==> src/rtl/cla_seq_pkg.sv <==
// Shared definitions for the serial carry-lookahead sequencer.
// - SliceW    : width of the shared adder slice.
// - state_e   : sequencer FSM states.
// - cnt_width : width of the slice counter for a given operand width.
package cla_seq_pkg;

  localparam int unsigned SliceW = 4;

  typedef enum logic [1:0] {
    StIdle = 2'd0,
    StRun  = 2'd1,
    StDone = 2'd2
  } state_e;

  // clog2 of the slice count, but never narrower than one bit.
  function automatic int unsigned cnt_width(input int unsigned width);
    int unsigned w;
    w = $clog2(width / SliceW);
    return (w < 1) ? 1 : w;
  endfunction

endpackage

==> src/rtl/carry_look_adder.sv <==
// 4-bit carry-lookahead adder slice.
// Ports:
//   a, b  : 4-bit addends
//   cin   : carry in
//   sum   : 4-bit sum
//   cout  : carry out of bit 3
module carry_look_adder (
  input  logic [3:0] a,
  input  logic [3:0] b,
  input  logic       cin,
  output logic [3:0] sum,
  output logic       cout
);

  logic [3:0] p;
  logic [3:0] g;
  logic [3:0] c;

  always_comb begin
    p    = a ^ b;
    g    = a & b;
    c[0] = cin;
    c[1] = g[0] | (p[0] & cin);
    c[2] = g[1] | (p[1] & g[0]) | (p[1] & p[0] & cin);
    c[3] = g[2] | (p[2] & g[1]) | (p[2] & p[1] & g[0]) | (p[2] & p[1] & p[0] & cin);
    cout = g[3] | (p[3] & g[2]) | (p[3] & p[2] & g[1]) | (p[3] & p[2] & p[1] & g[0]) |
           (p[3] & p[2] & p[1] & p[0] & cin);
    sum  = p ^ c;
  end

endmodule

==> src/rtl/cla_serial_sequencer.sv <==
// Adds or subtracts WIDTH-bit operands through one shared 4-bit CLA slice,
// one slice per cycle, LSB first, carrying between slices in a register.
// Ports:
//   clk, rst             : clock (rising edge), synchronous active-high reset
//   in_valid / in_ready  : operand handshake; ready only while idle
//   op_a, op_b, op_sub   : operands; op_sub=1 selects A-B
//   out_valid / out_ready: result handshake
//   sum                  : result modulo 2^WIDTH
//   carry_out            : carry out of the MSB (on subtract, 1 = no borrow)
//   overflow             : two's-complement signed overflow
module cla_serial_sequencer
  import cla_seq_pkg::*;
#(
  parameter int unsigned WIDTH = 16
) (
  input  logic             clk,
  input  logic             rst,
  input  logic             in_valid,
  output logic             in_ready,
  input  logic [WIDTH-1:0] op_a,
  input  logic [WIDTH-1:0] op_b,
  input  logic             op_sub,
  output logic             out_valid,
  input  logic             out_ready,
  output logic [WIDTH-1:0] sum,
  output logic             carry_out,
  output logic             overflow
);

  localparam int unsigned Slices = WIDTH / SliceW;
  localparam int unsigned CntW   = cnt_width(WIDTH);
  localparam logic [CntW-1:0] LastCnt = CntW'(Slices - 1);

  state_e             state_q, state_d;
  logic [WIDTH-1:0]   a_sh_q, a_sh_d;
  logic [WIDTH-1:0]   b_sh_q, b_sh_d;
  logic [WIDTH-1:0]   sum_sh_q, sum_sh_d;
  logic               carry_q, carry_d;
  logic [CntW-1:0]    cnt_q, cnt_d;
  logic               a_msb_q, a_msb_d;
  logic               b_msb_q, b_msb_d;
  logic [WIDTH-1:0]   sum_q, sum_d;
  logic               carry_out_q, carry_out_d;
  logic               overflow_q, overflow_d;

  logic [SliceW-1:0]  slice_sum;
  logic               slice_cout;
  logic [WIDTH-1:0]   sum_sh_next;

  carry_look_adder u_cla (
    .a    (a_sh_q[SliceW-1:0]),
    .b    (b_sh_q[SliceW-1:0]),
    .cin  (carry_q),
    .sum  (slice_sum),
    .cout (slice_cout)
  );

  // New slice enters at the top so after all slices the LSB slice lands at bit 0.
  assign sum_sh_next = {slice_sum, sum_sh_q[WIDTH-1:SliceW]};

  always_comb begin
    state_d     = state_q;
    a_sh_d      = a_sh_q;
    b_sh_d      = b_sh_q;
    sum_sh_d    = sum_sh_q;
    carry_d     = carry_q;
    cnt_d       = cnt_q;
    a_msb_d     = a_msb_q;
    b_msb_d     = b_msb_q;
    sum_d       = sum_q;
    carry_out_d = carry_out_q;
    overflow_d  = overflow_q;

    unique case (state_q)
      StIdle: begin
        if (in_valid) begin
          // Subtract as A + ~B + 1: the +1 rides in on the initial carry.
          a_sh_d  = op_a;
          b_sh_d  = op_sub ? ~op_b : op_b;
          carry_d = op_sub;
          cnt_d   = '0;
          a_msb_d = op_a[WIDTH-1];
          b_msb_d = op_sub ? ~op_b[WIDTH-1] : op_b[WIDTH-1];
          state_d = StRun;
        end
      end
      StRun: begin
        sum_sh_d = sum_sh_next;
        a_sh_d   = a_sh_q >> SliceW;
        b_sh_d   = b_sh_q >> SliceW;
        carry_d  = slice_cout;
        cnt_d    = cnt_q + CntW'(1);
        if (cnt_q == LastCnt) begin
          state_d     = StDone;
          sum_d       = sum_sh_next;
          carry_out_d = slice_cout;
          overflow_d  = (a_msb_q == b_msb_q) && (slice_sum[SliceW-1] != a_msb_q);
        end
      end
      StDone: begin
        if (out_ready) begin
          state_d = StIdle;
        end
      end
      default: state_d = StIdle;
    endcase
  end

  always_ff @(posedge clk) begin
    if (rst) begin
      state_q     <= StIdle;
      a_sh_q      <= '0;
      b_sh_q      <= '0;
      sum_sh_q    <= '0;
      carry_q     <= 1'b0;
      cnt_q       <= '0;
      a_msb_q     <= 1'b0;
      b_msb_q     <= 1'b0;
      sum_q       <= '0;
      carry_out_q <= 1'b0;
      overflow_q  <= 1'b0;
    end else begin
      state_q     <= state_d;
      a_sh_q      <= a_sh_d;
      b_sh_q      <= b_sh_d;
      sum_sh_q    <= sum_sh_d;
      carry_q     <= carry_d;
      cnt_q       <= cnt_d;
      a_msb_q     <= a_msb_d;
      b_msb_q     <= b_msb_d;
      sum_q       <= sum_d;
      carry_out_q <= carry_out_d;
      overflow_q  <= overflow_d;
    end
  end

  assign in_ready  = (state_q == StIdle);
  assign out_valid = (state_q == StDone);
  assign sum       = sum_q;
  assign carry_out = carry_out_q;
  assign overflow  = overflow_q;

endmodule
==> config.mk <==
export PLATFORM = sky130hd
export DESIGN_NAME = cla_serial_sequencer
export DESIGN_NICKNAME = d
export VERILOG_FILES = /design/src/rtl/cla_seq_pkg.sv /design/src/rtl/carry_look_adder.sv /design/src/rtl/cla_serial_sequencer.sv
export SDC_FILE = /design/constraint.sdc
export NUM_CORES = 1
export LEC_CHECK = 0
export CORE_MARGIN = 8
export CORE_UTILIZATION = 46
export CTS_CLUSTER_DIAMETER = 60
export DETAILED_ROUTE_END_ITERATION = 10
export PLACE_DENSITY = 0.72
export RECOVER_POWER = 100
export SYNTH_ARGS = -nofsm -noshare
export SYNTH_HDL_FRONTEND = slang
export SYNTH_SLANG_ARGS = --single-unit
==> constraint.sdc <==
create_clock -name clk -period 2.65 [get_ports clk]
set_input_delay 0.3975 -clock clk [delete_from_list [all_inputs] [get_ports clk]]
set_output_delay 0.3975 -clock clk [all_outputs]
set_load 0.01 [all_outputs]
* After elaboration in Yosys (flattened, before gate mapping)
Cells that the tools add are included.
** Word-level totals
- Bits in registers :: 73
- Latch bits :: 0
- RAM bits :: 0
- ROM bits :: 0
- Bits of input ports :: 37
- Output and inout port bits :: 20
- Logic and storage cells :: 72
- Memories kept :: 0
** Operators by class
- Add/subtract/negate cells :: 1
- Multipliers :: 0
- Divide/modulo/power cells :: 0
- Order comparisons :: 0
- Eq/ne operators :: 8
- Shift-type cells :: 0
- Muxes and demuxes :: 14
- Bitwise operators :: 31
- Reductions and logical operators :: 7
** Operators with widths (count)
- 16-bit case mux with 2 select lines :: 2
- 16-bit two-way mux :: 3
- 1-bit AND :: 16
- 16-bit NOT :: 1
- 1-bit OR :: 10
- 2-bit two-way mux :: 4
- 4-bit bitwise XOR :: 2
- 2-bit case mux with 3 select lines :: 1
- 2-bit AND reduction :: 3
- 4-bit AND :: 1
- 2-bit == test (second input constant) :: 2
- 2-bit != test (second input constant) :: 2
- 2-bit case mux with 2 select lines :: 1
- 3-bit AND reduction :: 1
- 2-bit by 1-bit adder with 2-bit output (second input constant) :: 1
- 2-bit by 1-bit == test with 1-bit output (second input constant) :: 1
- 2-bit logical NOT :: 1
- 1-bit two-way mux :: 2
- 2-bit by 1-bit != test with 1-bit output (second input constant) :: 1
- 1-bit case mux with 2 select lines :: 1
- 2-bit nonzero test :: 1
- 1-bit == test :: 1
- 1-bit logical AND :: 1
- 1-bit != test :: 1
- 1-bit NOT :: 1

* Longest topological paths before layout
- Word-level depth :: 8
- Gate-level depth with buffers :: 6

* Modules after synthesis
From an unflattened synthesis, not the netlist that was laid out.
** Second synthesis, totals
- Cells, all modules :: 328
- Area, all modules :: 2931.6 um2
** Modules (own cells, without submodules)
- cla_serial_sequencer :: times used 1, cells an instance 311, area each 2783.9 um2
- carry_look_adder :: times used 1, cells an instance 17, area each 147.6 um2

* Worst setup path after synthesis
No wires, ideal clock.
- Path type :: reg-to-reg
- From :: register a_sh_q[0]
- To :: register overflow_q, in the netlist overflow
- Library setup time :: 88 ps
- Arrival time :: 1620 ps
- Setup slack :: 942 ps
- Cell stages (with the launch flop) :: 6
- Clock period less this slack :: 1708 ps
- Cell sequence :: dfxtp_1 > ha_1 > a211o_1 > a211o_1 > a31o_1 > a311oi_2
** On the way
- Longest elaborated chain between the ends :: 7
- Elaborated cells on any way between the ends :: 10
- Classes of those cells :: eq/ne (1); bitwise (8); reduce/logical (1)
** Ends and longest elaborated chain
- start: declaration :: line cla_serial_sequencer.sv:35 : logic [WIDTH-1:0] a_sh_q, a_sh_d;
- start signal: assignment :: line cla_serial_sequencer.sv:124 : a_sh_q <= a_sh_d;
- 4-bit AND / 4-bit bitwise XOR (equally long branches) :: line carry_look_adder.sv:21, carry_look_adder.sv:20
- 1-bit AND :: line carry_look_adder.sv:25 : c[3] = g[2] | (p[2] & g[1]) | (p[2] & p[1] & g[0]) | (p[2] & p[1] & p[0] & cin);
- 1-bit OR / 1-bit AND (equally long branches) :: line carry_look_adder.sv:25
- 1-bit OR (*) :: line carry_look_adder.sv:25
- 4-bit bitwise XOR (*) :: line carry_look_adder.sv:28 : sum = p ^ c;
- 1-bit != test (*) :: line cla_serial_sequencer.sv:97 : overflow_d = (a_msb_q == b_msb_q) && (slice_sum[SliceW-1] != a_msb_q);
- 1-bit logical AND (*) :: line cla_serial_sequencer.sv:97
- end signal: assignment :: line cla_serial_sequencer.sv:133 : overflow_q <= overflow_d;
- end: declaration :: line cla_serial_sequencer.sv:44 : logic overflow_q, overflow_d;
Every way passes the cells marked *; elsewhere a longest branch is shown, timed or not.
A chain may end at the register's enable or synchronous reset.

* Worst setup path in the final report
- From :: input port in_valid
- To :: register carry_q
** On the way
- Longest elaborated chain between the ends :: 2
** Ends and longest elaborated chain
- start: declaration :: line cla_serial_sequencer.sv:18 : input logic in_valid,
- 2-bit != test (no line)
- 2-bit AND reduction (no line)
- end signal: assignment :: line cla_serial_sequencer.sv:127 : carry_q <= carry_d;
- end: declaration :: line cla_serial_sequencer.sv:38 : logic carry_q, carry_d;
No other way between the ends.

==> flow_summary.rst <==
.. list-table::
   :header-rows: 1

   * - Metric
     - Value
   * - Worst VDD drop
     - 0.324 mV
   * - P_int
     - 0.00174 W
   * - Deepest clock path buffer count
     - 2
   * - Worst setup path startpoint
     - in_valid
   * - P_leak
     - 1.42 nW
   * - Cell count after synthesis
     - 357
   * - Critical setup path kind
     - in2reg
   * - Max-slew headroom at the worst pin
     - 35.8%
   * - Reg-to-reg startpoint
     - state_q[0]
   * - Effective utilization at floorplan
     - 46.8%
   * - Buffers on Ports
     - 56
   * - Drt drc
     - 0
   * - Via count normalized by instance count
     - 5.16
   * - Top delay family on crit path
     - buffers and inverters
   * - Horizontal die dimension
     - 95.9 um
   * - Cell with the largest stage delay on the worst path
     - nor3b_1
   * - Share of Yosys cell area claimed by the top area cell type
     - 47.0%
   * - Wire length of the first global-routing pass
     - 10,900 um
   * - Combined flip-flop and latch cell area
     - 1380 sq um
   * - Remaining global-route overflow
     - 0
   * - Placeable core region
     - 6280 sq um
   * - Library cell with the largest summed area after synthesis
     - dfxtp_1
   * - Quantity of hold-fixing buffers added after cts
     - 0
   * - Number of placed I/O pins
     - 57
   * - Pin count of the biggest net entering global routing
     - 70
   * - Syn-to-layout area delta
     - 26.4%
   * - Achievable Freq
     - 0.455 GHz
   * - Data required time at the worst endpoint
     - 2.84 ns
   * - Syn Nets
     - 400
   * - Result of the run
     - completed
   * - Largest fanout of any net on the critical path
     - 15
   * - # fillers
     - 594
   * - Number of H-tree branching levels
     - 3
   * - TritonCTS clock tree
     - yes
   * - Number of global-route vias before repair
     - 2,390
   * - Fin. Hold Viols
     - 0
   * - Flop and latch count out of synthesis
     - 69
   * - Post-synthesis instance area
     - 2940 sq um
   * - Root buffer cell
     - clkbuf_8
   * - Share of cells above drive strength 1
     - 6.13%
   * - Worst r2r dst
     - carry_q
   * - Number of buffers inserted during clock tree synthesis
     - 9
   * - Sw frac
     - 24.8%
   * - Syn Area/Cell
     - 8.23 sq um
   * - Most used cells in the layout excluding fill and tap cells
     - nand2_1 (101), dfxtp_1 (69), a21oi_1 (52), clkdlybuf4s50_1 (34), nor2_1 (24)
   * - Largest cells by area after synthesis
     - dfxtp_1 (47%), nand2_1 (13%), a21oi_1 (8.9%), xor2_1 (4.5%), a311oi_1 (3.6%)
   * - N_diodes
     - 0
   * - Crit path largest cell delay
     - 0.71 ns
   * - Leading cell type in the layout, fill and taps excluded
     - nand2_1
   * - Number of vias after detailed routing
     - 2,501
   * - Final Cell Area
     - 3710 sq um
   * - Iteration-0 DRC count of the detailed router
     - 125
   * - Cell area after placement
     - 3520 sq um
   * - Die boundary height
     - 95.9 um
   * - Final period demand of the worst path
     - 2.20 ns
   * - Chain of cells forming the critical path
     - clkdlybuf4s50_1, nor3b_1, nor2_1, clkbuf_1, a22oi_1, a21oi_1
   * - Number of setup violations in the final report
     - 0
   * - HPWL Detailed
     - 4240 um
   * - Worst clock skew
     - 0.00798 ns
   * - Yosys warns
     - 0
   * - Final Total Pwr
     - 0.00232 W
   * - Max-cap violation count
     - 0
   * - Fraction of the cycle the final worst path needs
     - 83.0%
   * - Setup repair after global routing missed its margin
     - no
   * - Resize count post-CTS
     - 0
   * - Routability-driven placement congestion ratio
     - 0.810
   * - Antenna-violating nets left
     - 0
   * - Yosys cell types
     - 33
   * - Part of the power in registers
     - 48.6%
   * - Number of detailed-route iterations in the first pass
     - 4
   * - Cell depth of the worst setup path
     - 6
   * - Placement row count
     - 29
   * - Detail-routed net length per standard cell
     - 13.2 um
   * - Final total negative setup slack
     - 0 ns
   * - Area of the multi-input gates
     - 1390 sq um
   * - Category of the worst setup path capture point
     - register
   * - Post-CTS Setup Bufs
     - 0
   * - Setup slack of the worst register-to-register path
     - 0.63 ns
   * - Pin slew with the least headroom to its limit
     - 0.963 ns
   * - Die outline area
     - 9200 sq um
   * - Initial antenna violation count
     - 0
   * - Pwr/cell area
     - 625 nW/um^2
   * - Sequential fraction of the synthesis area
     - 47.0%
   * - Slew Viols, Final
     - 0
   * - Clock input transition at the sequential cells of the worst setup and hold paths
     - 0.07 ns
   * - Clock Sinks
     - 69
   * - Layout net count
     - 446
   * - Hold Crit Class
     - reg2reg
   * - Switching power
     - 0.000576 W
   * - Later-pin clock latency in the skew report
     - 0.34 ns
   * - Part of the total power dissipated in combinational logic
     - 13.2%
   * - Worst setup path endpoint
     - carry_q
   * - Total Routing Usage GR
     - 14.9%
   * - Detailed-route wire length
     - 6400 um
   * - Data arrival, critical path
     - 2.39 ns
   * - CP bufs+invs
     - 2
   * - Clock network power share
     - 38.2%
   * - Nature of the critical path startpoint
     - primary input
   * - Number of cells traversed by the worst register-to-register path
     - 5
cells in the mapped netlist, drive strengths merged:
cell     number
a2111oi       1
a211o         3
a211oi        2
a21o          2
a21oi        52
a22oi        13
a311oi       13
a31o          3
and2          1
buf          15
clkbuf       12
dfxtp        69
fa            1
ha            5
inv           4
nand2       101
nand2b        2
nand3         9
nand4         4
nor2         24
nor2b         2
nor3b         1
o21a          1
xnor2         2
xor2         15
cell type report:
type	count	share of cell area, %
multi-input combinational	257	37.4
sequential	69	37.2
timing repair buffer	62	16.6
clock buffer	13	4.55
tap	77	2.60
clock inverter	3	1.15
inverter	4	0.404
state kept, by name, indices dropped and copies added (netlist names):
signal,flops
a_sh_q,16
b_sh_q,16
sum,16
sum_sh_q,12
cnt_q,2
state_q,2
a_msb_q,1
b_msb_q,1
carry_out,1
carry_q,1
overflow,1
tightest hold or removal path, cell delays in order, from the launching register on:
cell and delay, ns:
dfxtp_1 0.31, nand2_1 0.05, a21oi_1 0.05
power groups by stage:
stage,Combinational (W),Clock [W],Sequential [W]
after floorplan,0.000208,0,0.00114
after global placement,0.000306,0,0.00115
after detailed placement,0.000311,0,0.00115
after CTS,0.000312,0.000914,0.00113
after global routing,0.000341,0.000956,0.00113
final,0.000306,0.000887,0.00113
layer usage:
layer	wire length, um	part of all wire, %	GRT usage [%]
met5	0	0	0
met4	133	2.1	7.55
met3	278	4.3	3.90
met2	3110	49	24.5
met1	2880	45	17.6
logic make-up (layout without fill, tap and decap cells):
logic type,count (synthesis),after routing,synth area share [%]
and+or+nand+nor,144,144,19.9
AOI/OAI and AO/OA,90,90,19.8
DFF,69,69,47.0
buffers and inverters,31,82,5.41
xor gates and xnor gates,17,17,5.07
adders and majority gates,6,6,2.81
metrics by stage:
step           util (%)  cells  worst slack [ns]  hold WS, ns
2_1_floorplan         -    357             0.942        0.432
3_3_place_gp       56.1    469             0.693        0.439
3_5_place_dp       56.1    469             0.662        0.446
4_1_cts            59.5    485             0.676        0.451
5_1_grt            59.1    485             0.316        0.469
6_report           59.1    485             0.452        0.450
worst min path at each step:
stage	end	cells past startpoint	from	slack [ns]
after floorplan	sum[0]	2	sum_sh_q[4]	0.43
after global placement	sum[0]	2	sum_sh_q[4]	0.44
after detailed placement	sum[1]	2	sum_sh_q[5]	0.45
after CTS	sum[1]	2	sum_sh_q[5]	0.45
after global routing	b_sh_q[4]	2	b_sh_q[4]	0.47
final	sum[1]	2	sum_sh_q[5]	0.45
(Power assumes the default switching activity.)
